<file path="src/rtl/ctrl_pkg.sv">
// Shared types and encodings for the multicycle RV32I-subset control path.
package ctrl_pkg;

  typedef enum logic [3:0] {
    FETCH    = 4'd0,
    DECODE   = 4'd1,
    MEMADR   = 4'd2,
    MEMREAD  = 4'd3,
    MEMWB    = 4'd4,
    MEMWRITE = 4'd5,
    EXECR    = 4'd6,
    EXECI    = 4'd7,
    ALUWB    = 4'd8,
    BRANCH   = 4'd9,
    JAL      = 4'd10,
    ERROR    = 4'd11
  } state_t;

  localparam logic [6:0] OP_LW  = 7'b0000011;
  localparam logic [6:0] OP_SW  = 7'b0100011;
  localparam logic [6:0] OP_R   = 7'b0110011;
  localparam logic [6:0] OP_I   = 7'b0010011;
  localparam logic [6:0] OP_BR  = 7'b1100011;
  localparam logic [6:0] OP_JAL = 7'b1101111;

  localparam logic [1:0] ALUOP_ADD   = 2'b00;
  localparam logic [1:0] ALUOP_SUB   = 2'b01;
  localparam logic [1:0] ALUOP_FUNCT = 2'b10;

  localparam logic [1:0] RES_ALUOUT = 2'b00;
  localparam logic [1:0] RES_DATA   = 2'b01;
  localparam logic [1:0] RES_ALU    = 2'b10;

  localparam logic [1:0] SRCA_PC    = 2'b00;
  localparam logic [1:0] SRCA_OLDPC = 2'b01;
  localparam logic [1:0] SRCA_RS1   = 2'b10;

  localparam logic [1:0] SRCB_RS2  = 2'b00;
  localparam logic [1:0] SRCB_IMM  = 2'b01;
  localparam logic [1:0] SRCB_FOUR = 2'b10;

  localparam logic [1:0] IMM_I = 2'b00;
  localparam logic [1:0] IMM_S = 2'b01;
  localparam logic [1:0] IMM_B = 2'b10;
  localparam logic [1:0] IMM_J = 2'b11;

  localparam logic [2:0] ALU_ADD = 3'b000;
  localparam logic [2:0] ALU_SUB = 3'b001;
  localparam logic [2:0] ALU_AND = 3'b010;
  localparam logic [2:0] ALU_OR  = 3'b011;
  localparam logic [2:0] ALU_SLT = 3'b101;

endpackage

</file>
<file path="src/rtl/aluDeco.sv">
// ALU decoder: maps aluOp plus funct fields onto an ALU operation code.
module aluDeco
  import ctrl_pkg::*;
(
  input  logic       op5,
  input  logic       f7,
  input  logic [2:0] f3,
  input  logic [1:0] aluOp,
  output logic [2:0] ALUcontrol
);

  // Fixed add/sub for address and compare work, funct decode otherwise.
  always_comb begin
    ALUcontrol = ALU_ADD;
    case (aluOp)
      ALUOP_SUB: ALUcontrol = ALU_SUB;
      ALUOP_FUNCT: begin
        case (f3)
          3'b000:  ALUcontrol = (op5 & f7) ? ALU_SUB : ALU_ADD;
          3'b010:  ALUcontrol = ALU_SLT;
          3'b110:  ALUcontrol = ALU_OR;
          3'b111:  ALUcontrol = ALU_AND;
          default: ALUcontrol = ALU_ADD;
        endcase
      end
      default: ALUcontrol = ALU_ADD;
    endcase
  end

endmodule

</file>
<file path="src/rtl/multicycle_ctrl.sv">
// Multicycle control FSM: sequences the shared datapath and memory port.
module multicycle_ctrl
  import ctrl_pkg::*;
#(
  parameter int CNT_W = 32
) (
  input  logic             clk,
  input  logic             rst_n,
  input  logic [6:0]       op,
  input  logic [2:0]       f3,
  input  logic             f7,
  input  logic             zero,
  input  logic             mem_ready,
  output logic             pcWrite,
  output logic             adrSrc,
  output logic             irWrite,
  output logic             memWrite,
  output logic [1:0]       resSrc,
  output logic [1:0]       aluSrcA,
  output logic [1:0]       aluSrcB,
  output logic [2:0]       ALUcontrol,
  output logic [1:0]       immSrc,
  output logic             regWrite,
  output logic             instr_done,
  output logic             illegal,
  output logic [CNT_W-1:0] instret
);

  state_t     state_q, state_d;
  logic [1:0] alu_op;
  logic       pc_update, branch;
  logic       ir_en, mem_en, reg_en, done_en;

  // State register.
  always_ff @(posedge clk or negedge rst_n) begin
    if (!rst_n) state_q <= FETCH;
    else        state_q <= state_d;
  end

  // Next-state and per-state datapath controls.
  always_comb begin
    state_d   = state_q;
    pc_update = 1'b0;
    branch    = 1'b0;
    ir_en     = 1'b0;
    mem_en    = 1'b0;
    reg_en    = 1'b0;
    done_en   = 1'b0;
    illegal   = 1'b0;
    adrSrc    = 1'b0;
    resSrc    = RES_ALUOUT;
    aluSrcA   = SRCA_PC;
    aluSrcB   = SRCB_RS2;
    alu_op    = ALUOP_ADD;
    case (state_q)
      FETCH: begin
        aluSrcB = SRCB_FOUR;
        resSrc  = RES_ALU;
        if (mem_ready) begin
          ir_en     = 1'b1;
          pc_update = 1'b1;
          state_d   = DECODE;
        end
      end
      DECODE: begin
        aluSrcA = SRCA_OLDPC;
        aluSrcB = SRCB_IMM;
        case (op)
          OP_LW, OP_SW: state_d = MEMADR;
          OP_R:         state_d = EXECR;
          OP_I:         state_d = EXECI;
          OP_BR:        state_d = BRANCH;
          OP_JAL:       state_d = JAL;
          default:      state_d = ERROR;
        endcase
      end
      MEMADR: begin
        aluSrcA = SRCA_RS1;
        aluSrcB = SRCB_IMM;
        state_d = (op == OP_SW) ? MEMWRITE : MEMREAD;
      end
      MEMREAD: begin
        adrSrc = 1'b1;
        if (mem_ready) state_d = MEMWB;
      end
      MEMWB: begin
        resSrc  = RES_DATA;
        reg_en  = 1'b1;
        done_en = 1'b1;
        state_d = FETCH;
      end
      MEMWRITE: begin
        adrSrc = 1'b1;
        mem_en = 1'b1;
        if (mem_ready) begin
          done_en = 1'b1;
          state_d = FETCH;
        end
      end
      EXECR: begin
        aluSrcA = SRCA_RS1;
        aluSrcB = SRCB_RS2;
        alu_op  = ALUOP_FUNCT;
        state_d = ALUWB;
      end
      EXECI: begin
        aluSrcA = SRCA_RS1;
        aluSrcB = SRCB_IMM;
        alu_op  = ALUOP_FUNCT;
        state_d = ALUWB;
      end
      ALUWB: begin
        reg_en  = 1'b1;
        done_en = 1'b1;
        state_d = FETCH;
      end
      BRANCH: begin
        aluSrcA = SRCA_RS1;
        aluSrcB = SRCB_RS2;
        alu_op  = ALUOP_SUB;
        branch  = 1'b1;
        done_en = 1'b1;
        state_d = FETCH;
      end
      JAL: begin
        aluSrcA   = SRCA_OLDPC;
        aluSrcB   = SRCB_FOUR;
        pc_update = 1'b1;
        state_d   = ALUWB;
      end
      ERROR: begin
        illegal = 1'b1;
        state_d = ERROR;
      end
      default: state_d = FETCH;
    endcase
  end

  // Immediate format follows the opcode directly.
  always_comb begin
    immSrc = IMM_I;
    case (op)
      OP_SW:   immSrc = IMM_S;
      OP_BR:   immSrc = IMM_B;
      OP_JAL:  immSrc = IMM_J;
      default: immSrc = IMM_I;
    endcase
  end

  // Enables are gated by rst_n so they drop as soon as reset asserts,
  // without waiting for the asynchronous state reset to propagate a cycle.
  assign pcWrite    = rst_n & (pc_update | (branch & (zero ^ f3[0])));
  assign irWrite    = rst_n & ir_en;
  assign memWrite   = rst_n & mem_en;
  assign regWrite   = rst_n & reg_en;
  assign instr_done = rst_n & done_en;

  aluDeco u_alu_deco (
    .op5        (op[5]),
    .f7         (f7),
    .f3         (f3),
    .aluOp      (alu_op),
    .ALUcontrol (ALUcontrol)
  );

  // Retired-instruction counter, wraps naturally.
  always_ff @(posedge clk or negedge rst_n) begin
    if (!rst_n)          instret <= '0;
    else if (instr_done) instret <= instret + CNT_W'(1);
  end

endmodule

</file>
<file path="config.mk">
export PLATFORM = sky130hd
export DESIGN_NAME = multicycle_ctrl
export DESIGN_NICKNAME = d
export VERILOG_FILES = /design/src/rtl/ctrl_pkg.sv /design/src/rtl/aluDeco.sv /design/src/rtl/multicycle_ctrl.sv
export SDC_FILE = /design/constraint.sdc
export NUM_CORES = 1
export LEC_CHECK = 0
export CAP_MARGIN = 20
export CORE_MARGIN = 2
export CORE_UTILIZATION = 51
export DETAILED_ROUTE_END_ITERATION = 16
export PLACE_DENSITY = 0.91
export SLEW_MARGIN = 20
export SYNTH_ARGS = -nofsm -noshare
export SYNTH_HDL_FRONTEND = slang
export SYNTH_HIERARCHICAL = 1
export SYNTH_SLANG_ARGS = --single-unit
</file>
<file path="constraint.sdc">
create_clock -name clk -period 5.05 [get_ports clk]
set_clock_uncertainty 0.15 [all_clocks]
set_input_delay 0.505 -clock clk [delete_from_list [all_inputs] [get_ports clk]]
set_output_delay 0.505 -clock clk [all_outputs]
set_load 0.05 [all_outputs]
</file>
==> results of run 1 <==
## synth_stat cells (all sizes together), types with 2 or more instances
master   n
xor2    19
ha       3
nand2   23
inv      9
nand3   12
xnor2   17
nand2b   5
a21oi    4
nor2    27
or3      3
nor3    12
dfrtp   36
nor2b    2
nor4     4
clkbuf   7
a211oi   4
o21ai    4
nand4    8
a31oi    2
and3     9
nor4b    2
## metrics by stage
step / cell area, µm² / instances
finish: 2912 / 345
floorplan: 2158 / 231
detailed placement: 2834 / 338
global route: 2912 / 345
global placement: 2834 / 338
CTS: 2912 / 345
## cell families (layout without fill, tap and decap cells)
group	count (synthesis)	in the layout	synth area share
xor gates and xnor gates	36	36	0.1461
muxes	2	2	0.009855
AOI/OAI and AO/OA	21	21	0.07305
and+or+nand+nor	116	116	0.3067
adders and majority gates	3	3	0.01739
DFF	36	36	0.4174
buffers and inverters	17	81	0.02956
## worst max-delay path, cell delays in order (launching register included)
cell and delay, ns:
dfrtp_1 0.68, nand2b_1 0.26, nor2_1 0.29, inv_1 0.08, ha_1 0.34, nor4b_1 0.30, clkdlybuf4s50_1 0.85
## placed cells by master (no fill, tap or decap), types with 2 or more instances in the layout
cell / instances
clkdlybuf4s50_1: 63
dfrtp_1: 36
nor2_1: 27
nand2_1: 23
xor2_1: 19
xnor2_1: 17
nand3_1: 12
nor3_1: 10
inv_1: 8
and3_1: 6
nand4_1: 5
clkbuf_8: 5
a21oi_1: 4
a211oi_1: 4
nand2b_1: 3
or3_1: 3
nand4_2: 3
and3_2: 3
o21ai_0: 3
ha_1: 3
nor2b_1: 2
nor4b_1: 2
a31oi_1: 2
nor4_2: 2
nor3_2: 2
## how the worst max path moves through the flow
stage | slack (ns) | depth (start not counted) | start | to
6_report | 1.31 | 6 | state_q[3] | ALUcontrol[2]
5_1_grt | 1.11 | 6 | state_q[3] | ALUcontrol[2]
4_1_cts | 1.31 | 6 | state_q[2] | ALUcontrol[2]
3_5_place_dp | 1.63 | 6 | state_q[2] | ALUcontrol[2]
3_3_place_gp | 1.75 | 5 | mem_ready | instr_done
2_1_floorplan | 1.43 | 6 | state_q[2] | ALUcontrol[2]
## power groups by stage
stage	clock network, µW	registers, µW	logic, µW
global placement	0	403	558
detailed placement	0	406	565
finish	188	405	565
floorplan	0	405	395
global route	207	413	601
CTS	194	402	568
## area by class of cell
cell class | instances | area [µm²]
flip-flops and latches | 36 | 900.9
inverters | 9 | 33.78
clock buffers | 6 | 72.57
clock inverters | 1 | 5.005
multi-input cells | 178 | 1194
repair buffers | 65 | 643.1
well taps | 50 | 62.56
fillers | 304 | 1117
## state kept, by name, indices dropped and copies added, names as in the netlist
signal	cells
instret	32
state_q	4
## routing by layer
metal / wire length, µm / track usage
met1: 2217 / 0.2893
met2: 2496 / 0.3686
met3: 223 / 0.04825
met4: 75 / 0.05447
met5: 0 / 0
==> metrics.txt, run 1 <==
top-area cell type share of the netlist area=0.4174; grt ovf=0; Slew Viols, Final=0; CTS root buf=clkbuf_8; Pint=619.3 µW; Overall Global Routing Usage=0.2198; Slew @ Worst Pin=a little under 0.7 ns; period utilisation layout=0.7416; Via density=5.530; drt first-iter violations=~90; total die area=0.004769 mm²; required time of the worst setup path=4.39 ns; setup TNS=0 ns; Die Wd=69.06 µm; utilization after layout=0.7227; Final Hold Viols=0; die extent in y=69.06 µm; Sw Pwr=538.5 µW; Final #Nets=313; Comb power frac=0.488; initial antenna violation count=0; H-tree Lvls=2; RSZ-0062 raised after global routing=false; Startpoint Class=flip-flop; Max-slew headroom=0.5413; # rows=23; # resized after CTS=0; Place WS=roughly 1.6 ns; I/O Pins=65; Hold Crit Class=in2async; hpwl dp=3.687 mm; Post-CTS Setup Bufs=0; Setup CP Type=reg2out; total power=1158 µW; reg2reg end=instret[29]; sequential area share after synthesis=0.4174; Syn Nets=~250; Worst R2R Path Depth=5; CTS Sinks=36; post-synthesis cell count=around 230; ys flop type=dfrtp_1; RD Place Congestion=roughly 0.83; VDD IR max=0.2279 mV; aggregate routed wire length=5.012 mm; drt wl/cell=14.53 µm; Critical Path End Type=output port; detailed-router iteration count before antenna repair=4; sequential share of power=0.350; Netlist cell types=49; Pwr Density=397.6 mW/mm²; first-pass GRT wire length=between 8 and 9 mm; cts-stage hold buffer count=0; clk_lat worst skew=about 0.28 ns; vias in the first global route=1,842; synth top area cells=dfrtp_1 42%, xor2_1 7.7%, xnor2_1 6.9%; leakage=0.001273 µW; sw frac=0.4651; ratio of cells with drive above 1 in the final layout=0.09492; Post-Syn Area per Cell=9.343 µm²; Post-synth EDFFs=0; starting density of the core=0.5357; asr flop ratio synth=1.000; largest net degree at the start of global routing=40; Crit Path Max Fanout=19; synthesized flop and latch total=36; Area growth, synth to finish=34.90%; synthesized area=around 0.0022 mm²; DRC violations left=0; R2R setup slack=2.88 ns; fin crit period=3.745 ns; Worst-path clk slew=around 0.07 ns; Max Fclk=about 270 MHz; number of port buffers=64; CTS Buffer Depth=2; Yosys Warn Count=6; Clock power frac=0.162; DR vias=1,908; leading area contributor after synthesis=dfrtp_1; Max-Cap Viols=0; status=finished, final reports clean; total CTS buffers=5; Worst R2R Start=state_q[3]; WP data arrival=3.09 ns; CTS tree=built; Post-DRT Antenna Nets=0; Final WS setup=1.305 ns; Core ar.=0.004029 mm²; worst hold slack=~0.11 ns; n_diodes=0; final setup violation count=0
Note: power is estimated with default switching activity, not from simulation.
==> run 2: changes to the inputs <==
--- a/config.mk
+++ b/config.mk
@@ -7,9 +7,9 @@
 export LEC_CHECK = 0
 export CAP_MARGIN = 20
 export CORE_MARGIN = 2
-export CORE_UTILIZATION = 51
+export CORE_UTILIZATION = 43
 export DETAILED_ROUTE_END_ITERATION = 16
-export PLACE_DENSITY = 0.91
+export PLACE_DENSITY = 0.82
 export SLEW_MARGIN = 20
 export SYNTH_ARGS = -nofsm -noshare
 export SYNTH_HDL_FRONTEND = slang
==> constraint.sdc (replaced) <==
create_clock -name clk -period 3.15 [get_ports clk]
set_clock_uncertainty 0.15 [all_clocks]
set_input_delay 0.315 -clock clk [delete_from_list [all_inputs] [get_ports clk]]
set_output_delay 0.315 -clock clk [all_outputs]
set_load 0.05 [all_outputs]
==> metrics.txt, run 2 (synthesized netlist as in run 1, its figures left out) <==
total CTS buffers=5; H-tree Lvls=2; biggest regs=instret x32, state_q x4; starting density of the core=0.4510; total die area=roughly 0.0056 mm²; n_diodes=0; fin crit period=2.896 ns; Area growth, synth to finish=37.45%; Critical Path End Type=output port; final setup violation count=0; Hold Crit Class=in2async; clk_lat worst skew=0.29 ns; Worst-path clk slew=0.07 ns; Overall Global Routing Usage=0.1800; Core ar.=0.004786 mm²; Max Fclk=345.3 MHz; Max-Cap Viols=0; CTS Sinks=36; crit path cell chain=nand2b_1 > nor2_1 > a21o_1 > clkdlybuf4s50_1; Max-slew headroom=0.6273; initial antenna violation count=0; WP data arrival=between 2 and 2.5 ns; DRC violations left=0; status=finished, final reports clean; Post-Layout Cell Count=365; Via density=5.189; largest net degree at the start of global routing=35; Final Hold Viols=0; highest routed layer=met4; hpwl dp=3.598 mm; R2R setup slack=0.92 ns; commonest non-fill, non-tap cell in the layout=clkdlybuf4s50_1; total power=1891 µW; Clock power frac=0.162; # rows=25; Comb power frac=0.506; RSZ-0062 raised after global routing=false; CTS tree=built; met2 WL=between 2 and 2.5 mm; reg2reg end=instret[29]; period utilisation layout=0.9193; drt first-iter violations=87; crit path capture=aluSrcA[1]; Routed met1 length=2.287 mm; Crit Path Max Fanout=19; Worst R2R Start=state_q[1]; VDD IR max=roughly 0.43 mV; DR WL met3=162 µm; detailed-router iteration count before antenna repair=4; DP Cell Count=357; first-pass GRT wire length=just under 8 mm; Worst R2R Path Depth=5; Pint=approximately 1000 µW; DR vias=1,894; CTS Buffer Depth=2; Sw Pwr=about 900 µW; aggregate routed wire length=4.862 mm; max reg flops=32; setup TNS=0 ns; CTS root buf=clkbuf_8; RD Place Congestion=about 0.76; leakage=0.001299 µW; most frequent cells in the layout=59 x clkdlybuf4s50_1, 36 x dfrtp_1, 27 x nor2_1, 23 x nand2_1, 19 x xor2_1; Final #Nets=316; sequential share of power=0.332; Die Wd=74.85 µm; Startpoint Class=flip-flop; crit path launch=state_q[3]; Setup CP Type=reg2out; Slew Viols, Final=0; slowest stage cell on the critical path=clkdlybuf4s50_1; Slew @ Worst Pin=around 0.56 ns; Post-DRT Antenna Nets=0; number of port buffers=64; drt wl/cell=roughly 13 µm; grt ovf=0; required time of the worst setup path=2.68 ns; I/O Pins=65; sw frac=0.4649; Crit path largest cell delay=0.79 ns; ratio of cells with drive above 1 in the final layout=0.1174; Pwr Density=637.3 mW/mm²; vias in the first global route=1,732; Top reg by flops=instret; # resized after CTS=0; die extent in y=74.85 µm
-- run 2: changes by cell type in the layout (fill, tap and decap cells not counted), sizes merged --
cell           before  now
buf                 2    8
dlygate4sd3         0    1
clkdlybuf4s50      63   59
-- run 2: power groups by stage --
stage | combinational (µW) | sequential, µW | clock (µW)
after floorplan | 634 | 650 | 0
after global placement | 948 | 632 | 0
after detailed placement | 954 | 635 | 0
after CTS | 960 | 627 | 317
after global routing | 1020 | 642 | 333
final | 956 | 628 | 307
-- run 2: cell type report --
class                           instances  area [µm²]
Clock buffer                            6       72.57
Clock inverter                          1       5.005
Fill cell                             397        1819
Inverter                                9       33.78
Multi-Input combinational cell        178        1200
Sequential cell                        36       900.9
Tap cell                               67       83.83
Timing Repair Buffer                   68       670.6
-- run 2: routing by layer --
metal / GRT usage / vias to the layer above
met2: 0.2875 / 40
met1: 0.2396 / 913
met3: 0.04284 / 5
met5: 0 / -
met4: 0.06349 / 0
li1: - / 936
-- run 2: stage by stage --
step,hold slack [ns],utilization,cell area [µm²],worst slack [ns]
finish,0.2401,0.6199,2967,0.2541
CTS,0.2519,0.6199,2967,0.2662
detailed placement,-0.01153,0.6016,2879,0.3599
global placement,-0.01764,0.6016,2879,0.3998
global route,0.2327,0.6199,2967,0.08227
floorplan,-0.1306,-,2165,0.3133
-- run 2: repair_timing --
item / in CTS / in global routing
setup buffers: 0 / 0
hold endpoints to repair: 2 / 0
hold buffers: 1 / 0
-- run 2: critical path, delay by kind of cell, from the launching register on --
kind / cells / cell delay (ns)
and+or+nand+nor: 2 / 0.53
AOI/OAI and AO/OA: 1 / 0.12
DFF: 1 / 0.70
buffers and inverters: 1 / 0.79
-- run 2: how the worst min path moves through the flow --
stage               start  cells after the start    endpoint  slack (ns)
floorplan           rst_n                      0  instret[0]       -0.13
global placement    rst_n                      1  state_q[0]       -0.02
detailed placement  rst_n                      1  state_q[0]       -0.01
CTS                 rst_n                      2  state_q[0]        0.25
global route        rst_n                      2  state_q[0]        0.23
finish              rst_n                      2  state_q[0]        0.24
==> run 3: changes to the inputs <==
--- a/config.mk
+++ b/config.mk
@@ -15,3 +15,4 @@
 export SYNTH_HDL_FRONTEND = slang
 export SYNTH_HIERARCHICAL = 1
 export SYNTH_SLANG_ARGS = --single-unit
+export TNS_END_PERCENT = 100
==> results of run 3 <==
Same layout as run 2: the final DEF is identical, and so are final timing and power.
